## src/rtl/mux_rr_arbiter.sv

```systemverilog
// Round-robin arbiter owning the select of a shared 16:1 mux.
// Registered one-hot grant, hold limit while others wait.
module mux_rr_arbiter #(
    parameter int HOLD_MAX = 8,
    parameter int CW       = 4
) (
    input  logic        clock,
    input  logic        reset,
    input  logic [15:0] req,
    output logic [15:0] grant,
    output logic [3:0]  select,
    output logic        busy,
    output logic        preempt
);

    typedef enum logic {IDLE, GRANT} state_t;

    localparam bit LIMITED = (HOLD_MAX != 0);
    localparam logic [CW-1:0] HOLD_LAST =
        (HOLD_MAX == 0) ? '0 : CW'(HOLD_MAX - 1);

    state_t          state;
    logic [3:0]      ptr;
    logic [CW-1:0]   hold_cnt;

    logic [31:0]     dbl;
    logic [15:0]     rot;
    logic [3:0]      off;
    logic [3:0]      pick;
    logic            found;
    logic            others;
    logic            owner_req;
    logic            hold_done;

    // Rotate requests so ptr sits at bit 0, then take the lowest set bit.
    always_comb begin
        dbl   = {req, req};
        rot   = 16'(dbl >> ptr);
        off   = '0;
        for (int k = 15; k >= 0; k--) begin
            if (rot[k]) off = 4'(k);
        end
        found = |req;
        pick  = ptr + off;
    end

    // Owner status used by the release and preemption decisions.
    always_comb begin
        others    = |(req & ~grant);
        owner_req = req[select];
        hold_done = LIMITED && (hold_cnt == HOLD_LAST);
    end

    // Arbitration state machine with registered outputs.
    always_ff @(posedge clock or posedge reset) begin
        if (reset) begin
            state    <= IDLE;
            grant    <= '0;
            select   <= '0;
            busy     <= 1'b0;
            preempt  <= 1'b0;
            ptr      <= '0;
            hold_cnt <= '0;
        end else begin
            preempt <= 1'b0;
            unique case (state)
                IDLE: begin
                    if (found) begin
                        state    <= GRANT;
                        grant    <= 16'h1 << pick;
                        select   <= pick;
                        busy     <= 1'b1;
                        hold_cnt <= '0;
                    end
                end
                GRANT: begin
                    if (!owner_req) begin
                        state <= IDLE;
                        grant <= '0;
                        busy  <= 1'b0;
                        ptr   <= select + 4'd1;
                    end else if (hold_done && others) begin
                        state   <= IDLE;
                        grant   <= '0;
                        busy    <= 1'b0;
                        ptr     <= select + 4'd1;
                        preempt <= 1'b1;
                    end else if (LIMITED && hold_cnt != HOLD_LAST) begin
                        hold_cnt <= hold_cnt + 1'b1;
                    end
                end
                default: state <= IDLE;
            endcase
        end
    end

endmodule

```

## config.mk

```make
export PLATFORM = sky130hd
export DESIGN_NAME = mux_rr_arbiter
export DESIGN_NICKNAME = d
export VERILOG_FILES = /design/src/rtl/mux_rr_arbiter.sv
export SDC_FILE = /design/constraint.sdc
export NUM_CORES = 1
export LEC_CHECK = 0
export CORE_AREA = 2 2 80 82
export DETAILED_ROUTE_END_ITERATION = 10
export DIE_AREA = 0 0 82 84
export PLACE_DENSITY = 0.84
export SLEW_MARGIN = 0
export SYNTH_ARGS = -nofsm -noshare
export SYNTH_HDL_FRONTEND = slang
export SYNTH_SLANG_ARGS = --single-unit
```

## constraint.sdc

```tcl
create_clock -name clock -period 3.92 [get_ports clock]
set_input_delay 0.392 -clock clock [delete_from_list [all_inputs] [get_ports clock]]
set_output_delay 0.392 -clock clock [all_outputs]
set_load 0.05 [all_outputs]
```

# ---- Word-level counts from Yosys, hierarchy flattened
# Cells that the tools add are included.
dict set report word_totals {
  romBits 0
  ff_bits 31
  elab_cells 71
  memories 0
  latch_bits 0
  mem_bits_rw 0
  output_inout_bits 22
}
dict set report classes {
  div 0
  n_addsub 3
  n_mul 0
  n_bitwise 3
  order_cmp 1
  n_mux 40
  n_reduce_logical 7
  n_eq_ne 8
  shift 2
}
# cell count
set ops {}
lappend ops {{two-way mux 4 bit} 22}
lappend ops {{two-way mux 16 bit} 3}
lappend ops {{case mux 16 bit (2 select lines)} 1}
lappend ops {{OR reduction 16 bit} 2}
lappend ops {{>> shifter 32 x 4 -> 16 bit} 1}
lappend ops {{bitwise AND 16 bit} 1}
lappend ops {{NOT 16 bit} 1}
lappend ops {{left shift 1 x 4 -> 16 bit (first input constant)} 1}
lappend ops {{two-way mux 1 bit} 10}
lappend ops {{adder 4 x 1 -> 4 bit (second input constant)} 2}
lappend ops {{case mux 4 bit (2 select lines)} 1}
lappend ops {{inequality test 2 x 1 -> 1 bit (second input constant)} 3}
lappend ops {{AND reduction 2 bit} 3}
lappend ops {{< comparator 4 x 5 -> 1 bit (second input constant)} 1}
lappend ops {{adder 4 bit} 1}
lappend ops {{binary-select mux 1 bit (select 4 bit)} 1}
lappend ops {{== test 4 x 3 -> 1 bit (second input constant)} 1}
lappend ops {{inequality test 2 bit (second input constant)} 2}
lappend ops {{inequality test 4 x 3 -> 1 bit (second input constant)} 1}
lappend ops {{case mux 1 bit (2 select lines)} 2}
lappend ops {{AND reduction 4 bit} 1}
lappend ops {{inequality test 3 x 2 -> 1 bit (second input constant)} 1}
lappend ops {{logical AND 1 bit} 1}
lappend ops {{NOT 1 bit} 1}

# ---- Depth between registers and ports, before layout
dict set report depth {
  depth_word 21
  mapped_depth 17
  ltp_nobuf 13
}

# ---- Worst setup path after synthesis
# Ideal clock, no wire load.
dict set report synth_path {
  path_type {register to register}
  from {register ptr[2]}
  to {register grant[1]}
  path_buffers 3
  path_stages_with_launch 17
  slack_ns 0.101
  arrival_ns 3.750
  required_ns 3.851
  path_cell_list {dfrtp_1 buf_6 buf_6 buf_6 mux2_2 mux2_2 a21oi_1 or4_1 o211ai_1 a221o_1 a22o_1 ha_1 a21o_1 a21oi_1 xnor2_1 xnor2_1 a32o_1}
}
dict set report synth_between {
  elab_chain_cells 21
}
# item line_no
set synth_rtl {}
lappend synth_rtl {{from (decl)} 23} ;# logic [3:0] ptr;
lappend synth_rtl {{from (signal assigned)} 81} ;# ptr <= select + 4'd1;
lappend synth_rtl {{from (signal assigned)} 86} ;# ptr <= select + 4'd1;
lappend synth_rtl {{>> shifter 32 x 4 -> 16 bit} 38} ;# rot = 16'(dbl >> ptr);
lappend synth_rtl {{two-way mux 4 bit (16 in a row)} 41} ;# if (rot[k]) off = 4'(k);
lappend synth_rtl {{adder 4 bit *} 44} ;# pick = ptr + off;
lappend synth_rtl {{left shift 1 x 4 -> 16 bit *} 70} ;# grant <= 16'h1 << pick;
lappend synth_rtl {{two-way mux 16 bit *} 68} ;# if (found) begin
lappend synth_rtl {{case mux 16 bit (2 select lines) *} 66} ;# unique case (state)
lappend synth_rtl {{to (signal assigned)} 70}
lappend synth_rtl {{to (decl)} 10} ;# output logic [15:0] grant,
# Mark *: on every way between the ends. The rest lies on a longest branch, timed or not. The select of a mux whose other input is x is not followed.
# A chain may end at the register's enable or synchronous reset.

# ---- Worst setup path in the final report
dict set report layout_path {
  from {input port req[2]}
  to {register grant[4]}
}
dict set report layout_between {
  elab_chain_cells 21
  word_cells_on_any_way 31
  cone_classes {add/sub (1); eq/ne (2); shift (2); mux (21); bitwise (1); reduce/logical (4)}
}
# item line_no
set layout_rtl {}
lappend layout_rtl {{from (decl)} 9} ;# input logic [15:0] req,
lappend layout_rtl {{>> shifter 32 x 4 -> 16 bit} 38}
lappend layout_rtl {{two-way mux 4 bit (16 in a row)} 41}
lappend layout_rtl {{adder 4 bit} 44}
lappend layout_rtl {{left shift 1 x 4 -> 16 bit} 70}
lappend layout_rtl {{two-way mux 16 bit} 68}
lappend layout_rtl {{case mux 16 bit (2 select lines)} 66}
# Parallel ways exist; a longest one is shown, timed or not. The select of a mux whose other input is x is not followed.

==> summary.md <==
| Metric | Value |
|---|---|
| Status | finished, final reports clean |
| Final WS setup | between 0.15 and 0.2 ns |
| Setup TNS | 0 ns |
| Via/cell ratio | 6.74 |
| Cells after synthesis | roughly 320 |
| Global Route Usage Sum | 0.299 |
| Final setup vio count | 0 |
| Initial antenna violation count | 0 |
| Via count | 3267 |
| Post-DRT Antenna Nets | 0 |
| # H-tree levels | 2 |
| Placer Congestion | just over 1 |
| Critical path depth | 14 |
| Area Growth Syn to Fin | 34.5% |
| Slowest cell on crit path | mux4_2 |
| Placed cells | 474 |
| Synth Area per Inst | 9.47 um^2 |
| Post-synth EDFFs | 0 |
| Leakage power | about 1.8 nW |
| WP buf/inv | 2 |
| Worst Path Arrival | 3.94 ns |
| Max Cap Viol | 0 |
| Top delay family on crit path | compound AO/OA/AOI/OAI gates |
| Mapped Nets | 343 |
| Clk root buf | clkbuf_8 |
| Hold Path Class | register to register |
| CP Data Required Time | between 4 and 5 ns |
| Mapped Area | 3020 um^2 |
| DRC Markers | 0 |
| Initial drt markers | 377 |
| Avg WL per Cell | ~20 um |
| Worst-path fanout max | 9 |
| Kind of critical path | primary input to register |
| Clock skew | between 0.002 and 0.003 ns |
| Pwr Total | 4.30 mW |
| Worst-Margin Slew | between 1 and 1.5 ns |
| Pre-CTS WS | -0.281 ns |
| TritonCTS clock tree | built |
| Largest net degree at the start of global routing | 34 |
| Ys flop type | dfrtp_1 |
| Vias in the first global route | 3151 |
| Initial core utilization | 0.495 |
| FILL cells | 488 |
| # diodes | 0 |
| # IOs | 40 |
| First-pass GRT wire length | approximately 16000 um |
| Hold Crit Depth | 1 |
| CP startpoint kind | primary input |
| Die W | 82 um |
| Crit path cell chain | clkdlybuf4s50_1 -> mux4_2 -> a21oi_1 -> o211a_1 -> o211ai_1 -> a221o_1 -> a22o_1 -> ha_1 -> a21o_1 -> a21oi_2 -> xnor2_2 -> xnor2_1 -> buf_4 -> a32o_1 |
| Netlist cell types | 65 |
| Post-layout min period | 3.77 ns |
| Clock Latency Late Sink | ~0.28 ns |
| Rel. slew slack | 0.174 |
| # port buffers | 39 |
| Worst R2R Path Depth | 14 |
| Async SR Flop Fraction | 1.00 |
| Yosys reg bits | 31 |
| Worst vdd ir | about 0.76 mV |
| WL final | ~9900 um |
| Die height | roughly 84 um |
| Fin nets | around 430 |
| Worst path max stage delay | 0.61 ns |
| Post-DP HPWL | between 7000 and 8000 um |
| Total core area | 6100 um^2 |
| Yosys warning total | 0 |
| Critical Path End Type | register |
| PD cells | approximately 1100 nW/um^2 |
| Max clock buf depth | 2 |
| Detailed Routing Iterations Pass 1 | 5 |
| Row cnt | 29 |
| Tcrit/Tclk final | 0.962 |
| Register area share after synthesis | 0.257 |
| Share of cells above drive strength 1 | 0.277 |
| Post-route insts no fill | ~490 |
| Final Hold Fails | 0 |
| Die Area | 6890 um^2 |
| Slew Limit Fails | 0 |
| Core Util, Final | 0.666 |
| Remaining Overflow, GRT | 0 |
| TritonCTS Sinks | 31 |
| Clock Pin Slew Worst Setup and Hold Paths | ~0.060 ns |
| Number of buffers created by CTS | 5 |
| Peak Freq | around 0.27 GHz |
per-stage QoR:
step / area [um^2] / hold WS (ns)
floorplan: 3020 / 0.473
CTS: 3960 / 0.486
finish: 4060 / 0.483
detailed placement: 3850 / 0.472
global route: 4060 / 0.501
global placement: 3850 / 0.467
synth_stat cells (2+ instances only):
master	count	area share
o21ai_0	13	0.022
nand4_1	4	0.0083
clkbuf_1	8	0.0099
buf_2	4	0.0066
o22ai_1	6	0.012
nand3_1	9	0.015
a21o_1	5	0.012
a311oi_1	2	0.0058
and3_1	2	0.0041
nor3_1	9	0.015
buf_6	5	0.019
nor2b_1	4	0.0083
o211ai_1	5	0.012
nand2_1	20	0.025
a32o_1	17	0.056
a221oi_1	2	0.0058
a21oi_1	14	0.023
or4_1	2	0.0050
nand2b_1	4	0.0083
dfrtp_1	31	0.26
inv_1	23	0.029
o31ai_1	3	0.0075
o211a_1	2	0.0066
mux4_2	13	0.097
nor4_1	5	0.010
ha_1	5	0.021
xor2_1	3	0.0087
xnor2_1	3	0.0087
a32oi_1	2	0.0058
mux2_2	15	0.056
and2_1	3	0.0062
mux2_1	4	0.015
a31oi_1	5	0.010
nor2_1	15	0.019
mux2i_1	21	0.070
a211oi_1	2	0.0050
metal layers:
layer  wire length [um]  part of all wire  track usage
met1               3910              0.39        0.413
met2               4780              0.48        0.480
met3                910             0.092       0.0422
met4                307             0.031       0.0955
met5                  0                 0            0
worst paths after layout:
kind	startpoint	end	slack, ns
max	req[2]	grant[4]$_DFFE_PP0P_	0.15
min	busy$_DFFE_PP0P_	busy$_DFFE_PP0P_	0.48
max reg2reg	ptr[1]$_DFFE_PP0P_	grant[11]$_DFFE_PP0P_	0.21
min reg2reg	busy$_DFFE_PP0P_	busy$_DFFE_PP0P_	0.48
max in group asynchronous	reset	ptr[1]$_DFFE_PP0P_	2.41
min in group asynchronous	reset	select[3]$_DFFE_PP0P_	0.73
cells by family after synthesis:
group           share of synthesized area
compound gates                      0.243
xor+xnor                           0.0228
fa+ha+maj                          0.0273
buf+inv                            0.0650
flops                               0.257
mux                                 0.247
simple gates                        0.138
layout make-up:
type	instances	area, um^2	share of cell area
Timing Repair Buffer	99	901	0.222
Multi-Input combinational cell	247	2100	0.516
Sequential cell	31	778	0.192
Clock buffer	8	100	0.0246
Inverter	23	90.1	0.0222
Tap cell	77	96.3	0.0237
where the power goes:
part | switching, mW | internal [mW]
logic | 1.86 | 1.51
registers | 0.208 | 0.450
clock network | 0.114 | 0.160
total | 2.18 | 2.13
cell usage in the layout (no fill, tap or decap), types with 12 or more instances in the layout:
master / n
a32o_1: 17
mux2i_1: 21
buf_4: 57
mux4_2: 13
dfrtp_1: 29
nand2_1: 20
inv_1: 22
o21ai_0: 12
nor2_1: 14
clkdlybuf4s50_1: 32
a21oi_1: 13
mux2_2: 15
sequential cells by signal (all words and copies together), names as in the netlist:
signal and count:
grant 16, hold_cnt 4, ptr 4, select 4, busy 1, preempt 1
state 1
what timing repair did:
action / 4_1_cts / 5_1_grt
gates resized for setup: 3 / 19
pin swaps: 0 / 1
gates cloned: 0 / 1
endpoints found under the setup margin: 16 / 19
hold buffers: 0 / 0
buffers inserted: 0 / 2
Power figures use the tool's default switching activity.
